$ cat src/rtl/stdlib_queue_pkg.sv
// ----------------------------------------------------------------------------
// stdlib_queue_pkg
// Shared definitions for the tagged queue that sits behind the 4-input
// priority arbiter.
//   - Default payload/tag/depth localparams (arbiter io_out_bits / io_chosen).
//   - entry_t : one stored beat, {tag, bits}.
//   - ptr_w() / count_w() : pointer and occupancy widths for a given depth.
// ----------------------------------------------------------------------------
package stdlib_queue_pkg;

  localparam int QUEUE_DATA_W = 8;
  localparam int QUEUE_TAG_W  = 2;
  localparam int QUEUE_DEPTH  = 4;

  typedef struct packed {
    logic [QUEUE_TAG_W-1:0]  tag;
    logic [QUEUE_DATA_W-1:0] bits;
  } entry_t;

  // Pointer width: indexes DEPTH entries, wraps naturally for power-of-two depth.
  function automatic int ptr_w(input int depth);
    return (depth > 1) ? $clog2(depth) : 1;
  endfunction

  // Occupancy width: must represent 0..DEPTH inclusive.
  function automatic int count_w(input int depth);
    return ptr_w(depth) + 1;
  endfunction

endpackage : stdlib_queue_pkg

$ cat src/rtl/stdlib_queue_mem.sv
// ----------------------------------------------------------------------------
// stdlib_queue_mem
// DEPTH x entry register array with one synchronous write port and one
// asynchronous (combinational) read port.
// Ports:
//   clk    in   clock
//   we     in   write enable
//   waddr  in   write address
//   wdata  in   entry to store
//   raddr  in   read address
//   rdata  out  entry at raddr (combinational)
// ----------------------------------------------------------------------------
module stdlib_queue_mem
  import stdlib_queue_pkg::*;
#(
  parameter int  DEPTH      = QUEUE_DEPTH,
  parameter type entry_type = entry_t
) (
  input  logic                      clk,
  input  logic                      we,
  input  logic [ptr_w(DEPTH)-1:0]   waddr,
  input  entry_type                 wdata,
  input  logic [ptr_w(DEPTH)-1:0]   raddr,
  output entry_type                 rdata
);

  entry_type storage [DEPTH];

  // NOTE: storage has no reset; validity is tracked by the pointers, so
  // clearing contents would only cost reset fan-out without changing behaviour.
  always_ff @(posedge clk) begin
    if (we) begin
      storage[waddr] <= wdata;
    end
  end

  assign rdata = storage[raddr];

endmodule : stdlib_queue_mem

$ cat src/rtl/stdlib_tagged_queue.sv
// ----------------------------------------------------------------------------
// stdlib_tagged_queue
// Decoupled FIFO directly downstream of the 4-input priority arbiter. Each
// granted beat is stored with its source tag so the arbiter sees ready while
// the consumer stalls. Order and tags are preserved; occupancy is exported.
//
// Optional feature: define STDLIB_TAGGED_QUEUE_FLOW_EN for a combinational
// bypass when the queue is empty (zero-latency pass-through). io_enq_ready is
// the same in both builds.
//
// Ports:
//   clk           in   clock
//   reset         in   synchronous, active-high reset
//   io_enq_valid  in   arbiter io_out_valid
//   io_enq_ready  out  to arbiter io_out_ready (depends on state only)
//   io_enq_bits   in   arbiter io_out_bits
//   io_enq_tag    in   arbiter io_chosen
//   io_deq_valid  out  beat available
//   io_deq_ready  in   consumer accepts
//   io_deq_bits   out  head payload
//   io_deq_tag    out  head source tag
//   io_count      out  entries held, 0..DEPTH
// ----------------------------------------------------------------------------
module stdlib_tagged_queue
  import stdlib_queue_pkg::*;
#(
  parameter int DATA_W = QUEUE_DATA_W,
  parameter int TAG_W  = QUEUE_TAG_W,
  parameter int DEPTH  = QUEUE_DEPTH
) (
  input  logic                      clk,
  input  logic                      reset,
  input  logic                      io_enq_valid,
  output logic                      io_enq_ready,
  input  logic [DATA_W-1:0]         io_enq_bits,
  input  logic [TAG_W-1:0]          io_enq_tag,
  output logic                      io_deq_valid,
  input  logic                      io_deq_ready,
  output logic [DATA_W-1:0]         io_deq_bits,
  output logic [TAG_W-1:0]          io_deq_tag,
  output logic [count_w(DEPTH)-1:0] io_count
);

  localparam int PTR_W   = ptr_w(DEPTH);
  localparam int COUNT_W = count_w(DEPTH);

  typedef struct packed {
    logic [TAG_W-1:0]  tag;
    logic [DATA_W-1:0] bits;
  } q_entry_t;

  logic [PTR_W-1:0] enq_ptr;
  logic [PTR_W-1:0] deq_ptr;
  logic             maybe_full;

  logic     ptr_match;
  logic     empty;
  logic     full;
  logic     do_enq;
  logic     do_deq;
  logic     bypass;
  logic     push;
  logic     pop;
  q_entry_t wr_entry;
  q_entry_t head;
  logic [PTR_W-1:0] ptr_diff;

  // Equal pointers are ambiguous; maybe_full records whether the last
  // pointer-moving cycle was a net enqueue (full) or a net dequeue (empty).
  assign ptr_match = (enq_ptr == deq_ptr);
  assign empty     = ptr_match & ~maybe_full;
  assign full      = ptr_match &  maybe_full;

  // Ready comes from state alone so no ready chain forms through the arbiter.
  assign io_enq_ready = ~full;

  assign do_enq = io_enq_valid & io_enq_ready;
  assign do_deq = io_deq_valid & io_deq_ready;

`ifdef STDLIB_TAGGED_QUEUE_FLOW_EN
  // Empty queue forwards the incoming beat; if it is consumed in the same
  // cycle it never touches storage.
  assign bypass       = empty & io_enq_valid & io_deq_ready;
  assign io_deq_valid = empty ? io_enq_valid : 1'b1;
  assign io_deq_bits  = empty ? io_enq_bits  : head.bits;
  assign io_deq_tag   = empty ? io_enq_tag   : head.tag;
`else
  assign bypass       = 1'b0;
  assign io_deq_valid = ~empty;
  assign io_deq_bits  = head.bits;
  assign io_deq_tag   = head.tag;
`endif

  // A bypassed beat is neither written nor popped from storage.
  assign push = do_enq & ~bypass;
  assign pop  = do_deq & ~empty;

  assign wr_entry.tag  = io_enq_tag;
  assign wr_entry.bits = io_enq_bits;

  stdlib_queue_mem #(
    .DEPTH      (DEPTH),
    .entry_type (q_entry_t)
  ) u_mem (
    .clk   (clk),
    .we    (push),
    .waddr (enq_ptr),
    .wdata (wr_entry),
    .raddr (deq_ptr),
    .rdata (head)
  );

  // NOTE: sequential state uses non-blocking assignments so every register
  // samples pre-edge values regardless of statement order.
  always_ff @(posedge clk) begin
    if (reset) begin
      enq_ptr    <= '0;
      deq_ptr    <= '0;
      maybe_full <= 1'b0;
    end else begin
      if (push) begin
        enq_ptr <= enq_ptr + PTR_W'(1);
      end
      if (pop) begin
        deq_ptr <= deq_ptr + PTR_W'(1);
      end
      if (push != pop) begin
        maybe_full <= push;
      end
    end
  end

  // Pointer difference wraps modulo DEPTH; full is the one case it cannot show.
  assign ptr_diff = enq_ptr - deq_ptr;
  assign io_count = full ? COUNT_W'(DEPTH) : {1'b0, ptr_diff};

endmodule : stdlib_tagged_queue

$ cat config.mk
export PLATFORM = sky130hd
export DESIGN_NAME = stdlib_tagged_queue
export DESIGN_NICKNAME = d
export VERILOG_FILES = /design/src/rtl/stdlib_queue_pkg.sv /design/src/rtl/stdlib_queue_mem.sv /design/src/rtl/stdlib_tagged_queue.sv
export SDC_FILE = /design/constraint.sdc
export NUM_CORES = 1
export LEC_CHECK = 0
export BUFFER_PORTS_ARGS = -buffer_cell sky130_fd_sc_hd__buf_2
export CAP_MARGIN = 30
export CORE_MARGIN = 3
export CORE_UTILIZATION = 29
export DETAILED_ROUTE_END_ITERATION = 8
export PLACE_DENSITY_LB_ADDON = 0.25
export SETUP_SLACK_MARGIN = 0.4
export SYNTH_ARGS = -nofsm -noshare
export SYNTH_HDL_FRONTEND = slang
export SYNTH_HIERARCHICAL = 1
export SYNTH_SLANG_ARGS = --single-unit
$ cat constraint.sdc
create_clock -name clk -period 4.4 [get_ports clk]
set_input_delay 0.22 -clock clk [delete_from_list [all_inputs] [get_ports clk]]
set_output_delay 0.22 -clock clk [all_outputs]
set_load 0.005 [all_outputs]
==> flow_summary.ini <==
[power]
p_per_area_nw_per_um2 = 487
ir_drop_mv = 0.170
p_leak_nw = 0.745
finalPower_mw = 1.04

[timing]
worstMarginPinSlew_ps = 831
final-hold-violation-count = 0
min_period_over_period_pct = 60.2
slew_viol_final = 0
skew_ps = 4.17
finalWorstSetupSlack_ps = 1750
tns_ps = 0
setup_violations = 0
max_freq_ghz = 0.378
min_period_ps = 2650
slew_headroom_pct = 44.5
rsz0062_at_grt = false
holdWs_ps = 148

[clocking]
ctsRootBufferMaster = clkbuf_8
cts_resized = 0
clockBufferDepth = 2
ctsHoldBuffers = 0
cts_max_level = 2
clock_latency_ps = 290
cts.sinks = 45
numCtsBuffers = 5
postCtsSetupBuffers = 0
cts_tree = built
clk_pin_slew_worst_paths_ps = 80

[synth]
ys_seq_area_share_pct = 71.9
async_flop_share_pct = 0
synth.distinct_cells = 27
ys_warn_count = 6
ys_ff_latch = 45
yosys_most_used_dff = edfxtp_1
syn_area_per_cell_um2 = 18.7
postSynthCellCount = 97
netlist_area_um2 = 1810
synth-edff-count = 40
synthesis.nets = 112

[cells_and_area]
area_growth_pct = 17.6
drive_above_1_share_pct = 37.7
multiInputGateArea_um2 = 464
instances_no_fill = 205
fillers = 582
n_antenna_cell = 0
fin_nets = 144
final_cell_mix = edfxtp_1 (40), buf_2 (28), mux4_2 (10)
layout_commonest_cell = edfxtp_1
final_core_util_pct = 35.5
postLayoutCellArea_um2 = 2130
seqCellArea_um2 = 1300

[placement]
hpwlAfterDp_um = 2130
place_area_um2 = 2020
place_ws_ps = 1720
gp_congestion = 0.750
dp.cells = 197
port_buffers = 28

[worst_setup_path]
slowest_stage = dfxtp_1
timing.rr.start = deq_ptr[0]
reg2reg_slack_ps = 1750
max_stage_delay_ps = 860
r2r-end = u_mem/storage[2][9]
critPathArrivalTime_ps = 2580
worst_setup_path_start_kind = register
setup.worst_path.class = register to register
crit_family = flip-flops
end_kind = register
path_buf_inv = 0
worstPathCellList = ha_1, a31oi_1, and3b_1
crit_fanout = 15
reg2reg_depth = 3
worstPathRequired_ps = 4330

[detailed_routing]
totalWireLength_um = 3010
firstDrtPassIters = 3
viasPerCell = 4.57
wl_per_cell_um = 14.7
drtAntennaViolNets = 0
drt-initial-drc-count = 45
post-route-drc-count = 0
vias = 936

[floorplanning]
rows = 28
fp.dieH_um = 85.0
ios = 29
core_area_um2 = 5990
start_util_pct = 30.2
die-area_um2 = 7220
die_w_um = 85.0

[global_route]
grt_pass1_wl_um = 4840
antenna_found_initial = 0
grt_use_total_pct = 8.98
grt_max_degree = 16
grt_pass1_vias = 1011
gr-total-overflow = 0

[outcome]
outcome = finished, final reports clean

[min_path]
worstHoldEndpoint = u_mem/storage[0][9]
hold_path_depth = 1
min_path_type = input port to register
hold_start = io_enq_tag[1]

[flow_run]
cap_viol_max_count = 0
-- kinds of logic (layout without fill, tap and decap cells) --
logic type      Yosys count  count (layout)  synth area share, %
compound gates            8               8                 3.39
xor+xnor                  1               1                0.899
fa+ha+maj                 1               1                0.691
buf+inv                   8              41                 2.42
flops                    45              45                 71.9
mux                      13              13                 14.3
simple gates             21              21                 6.36
-- Yosys cell counts (all sizes together), types with 2 or more instances --
cell	number	area share, %
dfxtp	5	5.5
mux4	10	12
and3b	2	0.97
nor2b	3	1.0
nor2	4	0.83
edfxtp	40	66
inv	4	0.83
nand3	2	0.55
a31oi	3	1.0
buf	2	1.0
clkbuf	2	0.55
nand2	5	1.0
mux2	3	1.9
-- report_power, final --
group / switching, mW / internal (mW)
Sequential: 0.0385 / 0.505
Combinational: 0.0917 / 0.114
Clock: 0.120 / 0.167
Total: 0.250 / 0.787
-- flip-flops by register name, indices dropped and copies added, names as in the netlist --
register and flops:
deq_ptr 2, enq_ptr 2, u_mem/storage 40, maybe_full 1
-- routing by layer --
layer / global-route usage [%] / vias to the layer above / part of all wire, %
met5: 0 / - / 0
met2: 15.2 / 27 / 51
li1: - / 450 / -
met1: 10.3 / 454 / 42
met3: 2.52 / 5 / 6.0
met4: 4.75 / 0 / 1.6
-- how the worst max path moves through the flow --
stage,slack [ps],startpoint,endpoint,depth (start not counted)
floorplan,1990,enq_ptr[0],u_mem/storage[0][0],5
global placement,1800,deq_ptr[0],u_mem/storage[1][3],3
detailed placement,1720,deq_ptr[0],u_mem/storage[2][6],3
CTS,1700,deq_ptr[0],u_mem/storage[2][8],3
global route,1470,deq_ptr[0],u_mem/storage[2][9],3
finish,1750,deq_ptr[0],u_mem/storage[2][9],3
-- area by class of cell --
class / instances / area share (%)
Sequential cell: 45 / 61.1
Multi-Input combinational cell: 44 / 21.8
Timing Repair Buffer: 29 / 6.94
Tap cell: 75 / 4.41
Clock buffer: 6 / 3.41
Clock inverter: 2 / 1.59
Inverter: 4 / 0.705
No activity file was read; power rests on OpenSTA's default activity.
